==> config.mk <==
export PLATFORM = sky130hd
export DESIGN_NAME = rx_byte_assembler
export DESIGN_NICKNAME = d
export VERILOG_FILES = /design/src/rtl/usb_rx_pkg.sv /design/src/rtl/rx_bit_unstuffer.sv /design/src/rtl/rx_byte_assembler.sv
export SDC_FILE = /design/constraint.sdc
export NUM_CORES = 1
export LEC_CHECK = 0
export BUFFER_PORTS_ARGS = -buffer_cell sky130_fd_sc_hd__buf_2
export CAP_MARGIN = 20
export CORE_MARGIN = 4
export CORE_UTILIZATION = 61
export DETAILED_ROUTE_END_ITERATION = 7
export PLACE_DENSITY = 0.84
export SLEW_MARGIN = 20
export SYNTH_ARGS = -nofsm -noshare
export SYNTH_HDL_FRONTEND = slang
export SYNTH_HIERARCHICAL = 1
export SYNTH_SLANG_ARGS = --single-unit
==> constraint.sdc <==
create_clock -name clk -period 7.4 [get_ports clk]
set_input_delay 0.37 -clock clk [delete_from_list [all_inputs] [get_ports clk]]
set_output_delay 0.37 -clock clk [all_outputs]
set_load 0.05 [all_outputs]
==> src/rtl/usb_rx_pkg.sv <==
// Shared types and defaults for the USB receive byte-assembly path.
package usb_rx_pkg;

  typedef enum logic [2:0] {
    IDLE,
    SYNC,
    RECV,
    ERROR
  } rx_state_t;

  localparam logic [7:0]  SYNC_BYTE_DEF = 8'h80;
  localparam int unsigned STUFF_LEN_DEF = 6;
  localparam int unsigned MAX_BYTES_DEF = 64;

endpackage

==> src/rtl/rx_bit_unstuffer.sv <==
// Tracks consecutive 1s on accepted bits and classifies the bit after a run
// of STUFF_LEN ones as a droppable stuff bit or a stuffing violation.
module rx_bit_unstuffer
  import usb_rx_pkg::*;
#(
  parameter int unsigned STUFF_LEN = STUFF_LEN_DEF
) (
  input  logic clk,
  input  logic n_rst,
  input  logic clear,
  input  logic bit_strobe,
  input  logic d,
  output logic bit_valid_c,
  output logic stuff_err_c
);

  localparam int unsigned OW = $clog2(STUFF_LEN + 1);

  logic [OW-1:0] ones_cnt;
  logic          stuff_slot_c;

  assign stuff_slot_c = (ones_cnt == OW'(STUFF_LEN));
  assign bit_valid_c  = bit_strobe & ~stuff_slot_c;
  assign stuff_err_c  = bit_strobe & stuff_slot_c & d;

  // A stuff-slot bit always restarts the run: a 0 is dropped, a 1 aborts the packet.
  always_ff @(posedge clk or negedge n_rst) begin
    if (!n_rst) begin
      ones_cnt <= '0;
    end else if (clear) begin
      ones_cnt <= '0;
    end else if (bit_strobe) begin
      if (stuff_slot_c || !d) ones_cnt <= '0;
      else                    ones_cnt <= ones_cnt + OW'(1);
    end
  end

endmodule

==> src/rtl/rx_byte_assembler.sv <==
// Receive-side byte assembler: checks SYNC, unstuffs, packs bytes LSB-first
// and writes completed payload bytes to rx_fifo.
module rx_byte_assembler
  import usb_rx_pkg::*;
#(
  parameter int unsigned MAX_BYTES = MAX_BYTES_DEF,
  parameter logic [7:0]  SYNC_BYTE = SYNC_BYTE_DEF,
  parameter int unsigned STUFF_LEN = STUFF_LEN_DEF
) (
  input  logic                           clk,
  input  logic                           n_rst,
  input  logic                           d_orig,
  input  logic                           shift_enable,
  input  logic                           eop,
  input  logic                           full,
  output logic                           w_enable,
  output logic [7:0]                     w_data,
  output logic                           rcving,
  output logic                           r_error,
  output logic [$clog2(MAX_BYTES+1)-1:0] byte_count
);

  localparam int unsigned BCW = $clog2(MAX_BYTES + 1);

  rx_state_t       state, state_d;
  logic [7:0]      shift_reg, shift_d;
  logic [2:0]      bit_cnt, bit_cnt_d;
  logic            w_enable_d, rcving_d, r_error_d;
  logic [7:0]      w_data_d;
  logic [BCW-1:0]  byte_count_d;

  logic            in_pkt_c, bit_strobe_c, unstuff_clear_c;
  logic            bit_valid_c, stuff_err_c;
  logic [7:0]      shifted_c;
  logic            byte_done_c;

  assign in_pkt_c        = (state == SYNC) || (state == RECV);
  assign bit_strobe_c    = shift_enable & ~eop & in_pkt_c;
  assign unstuff_clear_c = ~in_pkt_c | eop;
  assign shifted_c       = {d_orig, shift_reg[7:1]};
  assign byte_done_c     = (bit_cnt == 3'd7);

  rx_bit_unstuffer #(
    .STUFF_LEN (STUFF_LEN)
  ) u_unstuffer (
    .clk         (clk),
    .n_rst       (n_rst),
    .clear       (unstuff_clear_c),
    .bit_strobe  (bit_strobe_c),
    .d           (d_orig),
    .bit_valid_c (bit_valid_c),
    .stuff_err_c (stuff_err_c)
  );

  // Next-state and next-output logic; eop takes priority over a same-cycle bit.
  always_comb begin
    state_d      = state;
    shift_d      = shift_reg;
    bit_cnt_d    = bit_cnt;
    w_enable_d   = 1'b0;
    w_data_d     = w_data;
    rcving_d     = rcving;
    r_error_d    = r_error;
    byte_count_d = byte_count;

    case (state)
      IDLE: begin
        if (shift_enable && !d_orig && !eop) begin
          state_d      = SYNC;
          shift_d      = shifted_c;
          bit_cnt_d    = 3'd1;
          rcving_d     = 1'b1;
          r_error_d    = 1'b0;
          byte_count_d = '0;
        end
      end

      SYNC: begin
        if (eop) begin
          state_d   = IDLE;
          bit_cnt_d = 3'd0;
          rcving_d  = 1'b0;
          r_error_d = 1'b1;
        end else if (stuff_err_c) begin
          state_d   = ERROR;
          r_error_d = 1'b1;
        end else if (bit_valid_c) begin
          shift_d   = shifted_c;
          bit_cnt_d = bit_cnt + 3'd1;
          if (byte_done_c) begin
            if (shifted_c == SYNC_BYTE) begin
              state_d = RECV;
            end else begin
              state_d   = ERROR;
              r_error_d = 1'b1;
            end
          end
        end
      end

      RECV: begin
        if (eop) begin
          state_d   = IDLE;
          bit_cnt_d = 3'd0;
          rcving_d  = 1'b0;
          if (bit_cnt != 3'd0) r_error_d = 1'b1;
        end else if (stuff_err_c) begin
          state_d   = ERROR;
          r_error_d = 1'b1;
        end else if (bit_valid_c) begin
          shift_d   = shifted_c;
          bit_cnt_d = bit_cnt + 3'd1;
          if (byte_done_c) begin
            if (full || (byte_count >= BCW'(MAX_BYTES))) begin
              state_d   = ERROR;
              r_error_d = 1'b1;
            end else begin
              w_enable_d   = 1'b1;
              w_data_d     = shifted_c;
              byte_count_d = byte_count + BCW'(1);
            end
          end
        end
      end

      ERROR: begin
        r_error_d = 1'b1;
        if (eop) begin
          state_d   = IDLE;
          bit_cnt_d = 3'd0;
          rcving_d  = 1'b0;
        end
      end

      default: begin
        state_d = IDLE;
      end
    endcase
  end

  always_ff @(posedge clk or negedge n_rst) begin
    if (!n_rst) begin
      state      <= IDLE;
      shift_reg  <= '0;
      bit_cnt    <= '0;
      w_enable   <= 1'b0;
      w_data     <= '0;
      rcving     <= 1'b0;
      r_error    <= 1'b0;
      byte_count <= '0;
    end else begin
      state      <= state_d;
      shift_reg  <= shift_d;
      bit_cnt    <= bit_cnt_d;
      w_enable   <= w_enable_d;
      w_data     <= w_data_d;
      rcving     <= rcving_d;
      r_error    <= r_error_d;
      byte_count <= byte_count_d;
    end
  end

endmodule

==> Word level (Yosys, flattened, before mapping) <==
Cells that the tools add are included.
{ "word_totals": {"regBits": 35, "out_inout_bits": 18, "word_cells": 128} }
{ "classes": {"n_reduce_logical": 24, "n_addsub": 3, "eq_ne": 26, "n_lt_le_gt_ge": 1, "n_mux": 54, "bitwise_logic": 11} }
{ "ops": {"columns": ["operator", "n"], "rows": [
  ["$mux W3", 17],
  ["$mux W7", 6],
  ["$mux W8", 4],
  ["$mux W1", 21],
  ["$ne A4 B4 Y1 const B", 5],
  ["$ne A2 B2 Y1 const B", 9],
  ["$pmux W8 S2", 1],
  ["$pmux W7 S2", 1],
  ["$reduce_and A7 Y1", 2],
  ["$pmux W3 S4", 1],
  ["$reduce_and A5 Y1", 2],
  ["$pmux W3 S3", 1],
  ["$reduce_and A9 Y1", 1],
  ["$eq A8 B8 Y1 const B", 1],
  ["$reduce_bool A2 Y1", 4],
  ["$add A7 B1 Y7 const B", 1],
  ["$ge A7 B7 Y1 const B", 1],
  ["$add A3 B1 Y3 const B", 2],
  ["$eq A3 B2 Y1 const B", 2],
  ["$eq A3 B3 Y1 const B", 2],
  ["$reduce_and A6 Y1", 1],
  ["$reduce_bool A3 Y1", 2],
  ["$and A1 B1 Y1", 5],
  ["$not A1 Y1", 5],
  ["17 further kinds", 22]
]} }

==> Longest topological paths before layout <==
{ "logic_depth": {"ltp_word": 8, "mapped_depth": 10, "mapped_depth_nobuf": 9} }

==> Hierarchy <==
Netlist, hierarchy kept.
{ "modules_own_cells": {"columns": ["module", "n_inst", "seq_area_each_um2", "area_per_inst_um2", "cells_each"], "rows": [
  ["rx_byte_assembler", 1, 750.7, 1582.8, 145],
  ["rx_bit_unstuffer", 1, 75.1, 182.7, 21]
]} }

==> Worst setup path before layout <==
Ideal clock, no wire load.
{ "synth_timing": {"path_type": "register to register", "from": "reg state[0]", "to": "reg byte_count[3]", "setup_time_ns": 0.078, "t_required_ns": 7.322, "arrival_ns": 2.579, "period_less_slack_ns": 2.656, "stages_incl_launch_ff": 10, "setup_slack_ns": 4.744, "path_buffers": 0, "path_cell_list": "dfrtp_1 inv_1 ha_1 and3_1 nand2_1 nor2_1 or4b_4 o31a_1 or4_1 a21oi_1"} }
{ "synth_between": {"elab_chain_len": 7, "elab_cells_between_ends": 17} }
{ "synth_rtl": {"columns": ["element", "line_no", "text"], "rows": [
  ["start: declaration", "rx_byte_assembler.sv:25", "rx_state_t state, state_d;"],
  ["start signal: assignment", "rx_byte_assembler.sv:152", "state <= state_d;"],
  ["$eq A3 B1 Y1 / $eq A3 B2 Y1 (equally long branches)", "rx_byte_assembler.sv:37", "assign in_pkt_c = (state == SYNC) || (state == RECV);"],
  ["$logic_or A1 B1 Y1 (*)", "rx_byte_assembler.sv:37", null],
  ["$and A1 B1 Y1 (*)", "rx_byte_assembler.sv:38", "assign bit_strobe_c = shift_enable & ~eop & in_pkt_c;"],
  ["named net bit_strobe_c", "rx_byte_assembler.sv:32", "logic in_pkt_c, bit_strobe_c, unstuff_clear_c;"],
  ["$and A1 B1 Y1 (*) (2 in series)", "rx_bit_unstuffer.sv:24", "assign stuff_err_c = bit_strobe & stuff_slot_c & d;"],
  ["named net stuff_err_c", "rx_byte_assembler.sv:33", "logic bit_valid_c, stuff_err_c;"],
  ["$ne A2 B2 Y1 (no line) (*)", null, null],
  ["$reduce_and A7 Y1 (no line) (*)", null, null],
  ["end signal: assignment", "rx_byte_assembler.sv:159", "byte_count <= byte_count_d;"],
  ["end: declaration", "rx_byte_assembler.sv:20", "output logic [$clog2(MAX_BYTES+1)-1:0] byte_count"]
]} }
Mark *: on every way through the listed nets, which the timed path passes. The rest lies on a longest branch.
A chain may end at the register's enable or synchronous reset.

==> Worst setup path in the final report <==
{ "layout_timing": {"from": "reg state[0]", "to": "reg byte_count[4]"} }
The elaborated chain is that of the path after synthesis.

==> impl_metrics.yaml <==
clocking:
  cts-root-buf: "clkbuf_4"
  ctsHoldBuffers: 0
  cts_buffers: 5
  cts_tree: "built"
  htreeDepth: 2
  cts_setup_buffers: 0
  ctsResizeCount: 0
  cts.sink_count: 33
  clk_pin_slew_ps: 100
  clk_latency_ps: 330
  cts.path.max_buffers: 2
timing:
  period_minus_slack_ps: 2940
  slew_viol_final: 0
  rsz0062_at_grt: "no"
  hold_ws_ps: 71.2
  clock_skew_ps: 5.53
  tightest_slew_ps: 712
  fmax_mhz: 340
  tns_ps: 0
  setup_violations: 0
  slew_headroom_pct: 52.6
  final.period_utilization_pct: 39.7
  hold_violations: 0
final_layout:
  nFillCells: 208
  fin_area_um2: 1960
  insertedDiodeCount: 0
  drive_gt1_share_pct: 28.9
  nNetsFinal: 210
  syn2layout_area_growth_pct: 11.1
  post-route-util_pct: 71.1
  largest_register_ffs: 8
routing:
  totalWireLength_um: 3680
  avgRoutedWirePerCell_um: 16.4
  first_pass_iters: 4
  vias: 1389
  postRouteAntennaNets: 0
  drtIter0Drc: 100
  vias_per_cell: 6.17
  drc: 0
setup_path:
  crit_fanout: 9
  critPathRequiredTime_ps: 7670
  critPathKind: "flip-flop to flip-flop"
  max_stage_delay_ps: 520
  critPathCaptureType: "flip-flop"
  critPathLaunchType: "flip-flop"
  path_delay_family: "simple AND/OR/NAND/NOR gates"
  path_buf_inv: 1
  crit_path_cell_trace: "inv_1, ha_1, and3_1, nand2_1, nor2_1, or4b_4, o31a_1, or4_1, a21oi_1"
  slowest_stage: "or4b_4"
  worst_ep_arrival_time_ps: 3210
logic_synthesis:
  yosys.area_share.simple_pct: 18.3
  synth-seq-cells: 33
  syn_area_um2: 1770
  syn_nets: 183
  synth_compound_area_share_pct: 10.4
  synth_top_family_by_area: "simple AND/OR/NAND/NOR gates"
  synthArstFlopShare_pct: 100
  synth_edf_count: 0
  ys_seq_area_share_pct: 46.8
  synth_fa_ha_area_share_pct: 7.80
  muxShareOfSynthArea_pct: 13.3
  yosys.cell_types.count: 38
  synth-main-ff-cell: "dfrtp_1"
  synth_cells: 166
  synth_xor_area_share_pct: 0
  syn_avg_cell_area_um2: 10.6
  ys_warn_count: 6
power:
  switchingPower_mw: 0.265
  p_per_area_nw_per_um2: 324
  sequentialPowerShare_pct: 40.4
  p_leak_nw: 0.955
  peakVddDrop_mv: 0.305
  clockPowerShare_pct: 15.1
  switching_share_pct: 41.7
  internal_power_mw: 0.371
  combPwrFrac_pct: 44.5
min_path:
  hold_path.class: "primary input to asynchronous set/reset pin"
global_routing:
  grt_usage_pct: 21.7
  overflow: 0
  use_met3_pct: 6.82
  grt_max_degree: 34
  grt_antenna_before_repair: 0
  grt_pass1_wl_um: 6020
  met1_usage_pct: 26.2
  grt.busiest_layer: "met2"
  use_met2_pct: 36.2
  grt_pass1_vias: 1336
die:
  core_region_area_um2: 2760
  rows: 19
  num_io_pins: 24
  die_y_um: 61.8
  start_util_pct: 64.0
  dieArea_um2: 3820
  die_w_um: 61.8
placement:
  dp_hpwl_um: 2680
  gp_congestion: 0.913
  place_area_um2: 1910
  io_buffers: 23
outcome:
  outcome: "completed"
flow_run:
  cap_violations: 0
==> cell usage after synthesis, drive strengths merged (3+ instances only) <==
master	n	share of area [%]
nand3	5	1.4
dfrtp	33	47
ha	11	7.8
inv	12	2.6
nand4	3	1.1
nand2	15	3.2
o31ai	3	1.3
or4	4	1.7
a21oi	10	2.8
nand4b	3	1.5
nor2	6	1.4
or3b	3	1.5
o21ai	8	2.3
clkbuf	3	0.64
nor3b	5	2.1
mux2	19	12
==> power by group through the flow <==
| stage | clock network, mW | logic [mW] | registers [mW] |
|---|---|---|---|
| 3_5_place_dp | 0 | 0.280 | 0.260 |
| 3_3_place_gp | 0 | 0.270 | 0.256 |
| 6_report | 0.0962 | 0.283 | 0.257 |
| 2_1_floorplan | 0 | 0.192 | 0.281 |
| 4_1_cts | 0.0989 | 0.282 | 0.256 |
| 5_1_grt | 0.107 | 0.310 | 0.263 |
==> layout by cell type (no fill, tap or decap), types with 2 or more instances in the layout <==
cell type  Yosys  layout
dfrtp_1       33      33
buf_2          1      23
mux2_2        19      19
nand2_1       15      15
inv_1         12      12
ha_1          11      11
a21oi_1       10      10
o21ai_0        7       7
nor2_1         5       5
nand3_1        5       5
nor3b_1        5       5
clkbuf_4       0       5
or4_1          4       4
o31ai_1        3       3
nand4_1        3       3
nand4b_1       3       3
nor3_1         2       2
or3b_2         2       2
nand2b_1       2       2
a21o_1         2       2
mux2i_1        2       2
clkinv_2       0       2
==> worst reg2reg max path, stage by stage, from the launching register on <==
cell	delay (ps)
dfrtp_1	440
inv_1	90
ha_1	380
and3_1	220
nand2_1	90
nor2_1	90
or4b_4	520
o31a_1	390
or4_1	500
a21oi_1	150
==> path summary, 6_finish.rpt <==
check / slack, ps / from / endpoint / cells after the start
max in group asynchronous: 6870 / n_rst / rcving$_DFFE_PN0P_ / 1
setup / recovery: 4460 / state[0]$_DFFE_PN0P_ / byte_count[4]$_DFFE_PN0P_ / 9
hold / removal: 70 / n_rst / byte_count[5]$_DFFE_PN0P_ / 1
hold reg to reg: 520 / w_data[6]$_DFFE_PN0P_ / w_data[6]$_DFFE_PN0P_ / 1
setup reg to reg: 4460 / state[0]$_DFFE_PN0P_ / byte_count[4]$_DFFE_PN0P_ / 9
min in group clk: 390 / d_orig / u_unstuffer/ones_cnt[0]$_DFFE_PN0P_ / 3
==> cell families (layout without fill, tap and decap cells) <==
kind of cell,Yosys count,in the layout
adders and majority gates,11,11
DFF,33,33
and+or+nand+nor,55,55
buffers and inverters,16,44
muxes,21,21
AOI/OAI and AO/OA,30,30
==> routing by layer <==
metal	wire, um	share of wire [%]	up-vias
met1	1590	43	661
met4	80	2.2	0
met5	0	0	-
li1	-	-	656
met3	221	6.0	17
met2	1790	49	55
==> through the flow <==
stage	power [mW]	std cells	setup WS [ps]
after detailed placement	0.540	217	4540
final	0.636	225	4460
after global routing	0.680	225	4310
after CTS	0.637	225	4490
after floorplan	0.474	166	4740
after global placement	0.526	217	4650
==> layout make-up <==
class,instances,area (um^2),area share [%]
clock buffers,6,41.3,2.10
clock inverters,2,10.0,0.510
inverters,12,45.0,2.30
multi-input cells,117,878,44.8
flip-flops and latches,33,826,42.1
well taps,31,38.8,1.98
repair buffers,24,123,6.25
Note: power is estimated with default switching activity, not from simulation.
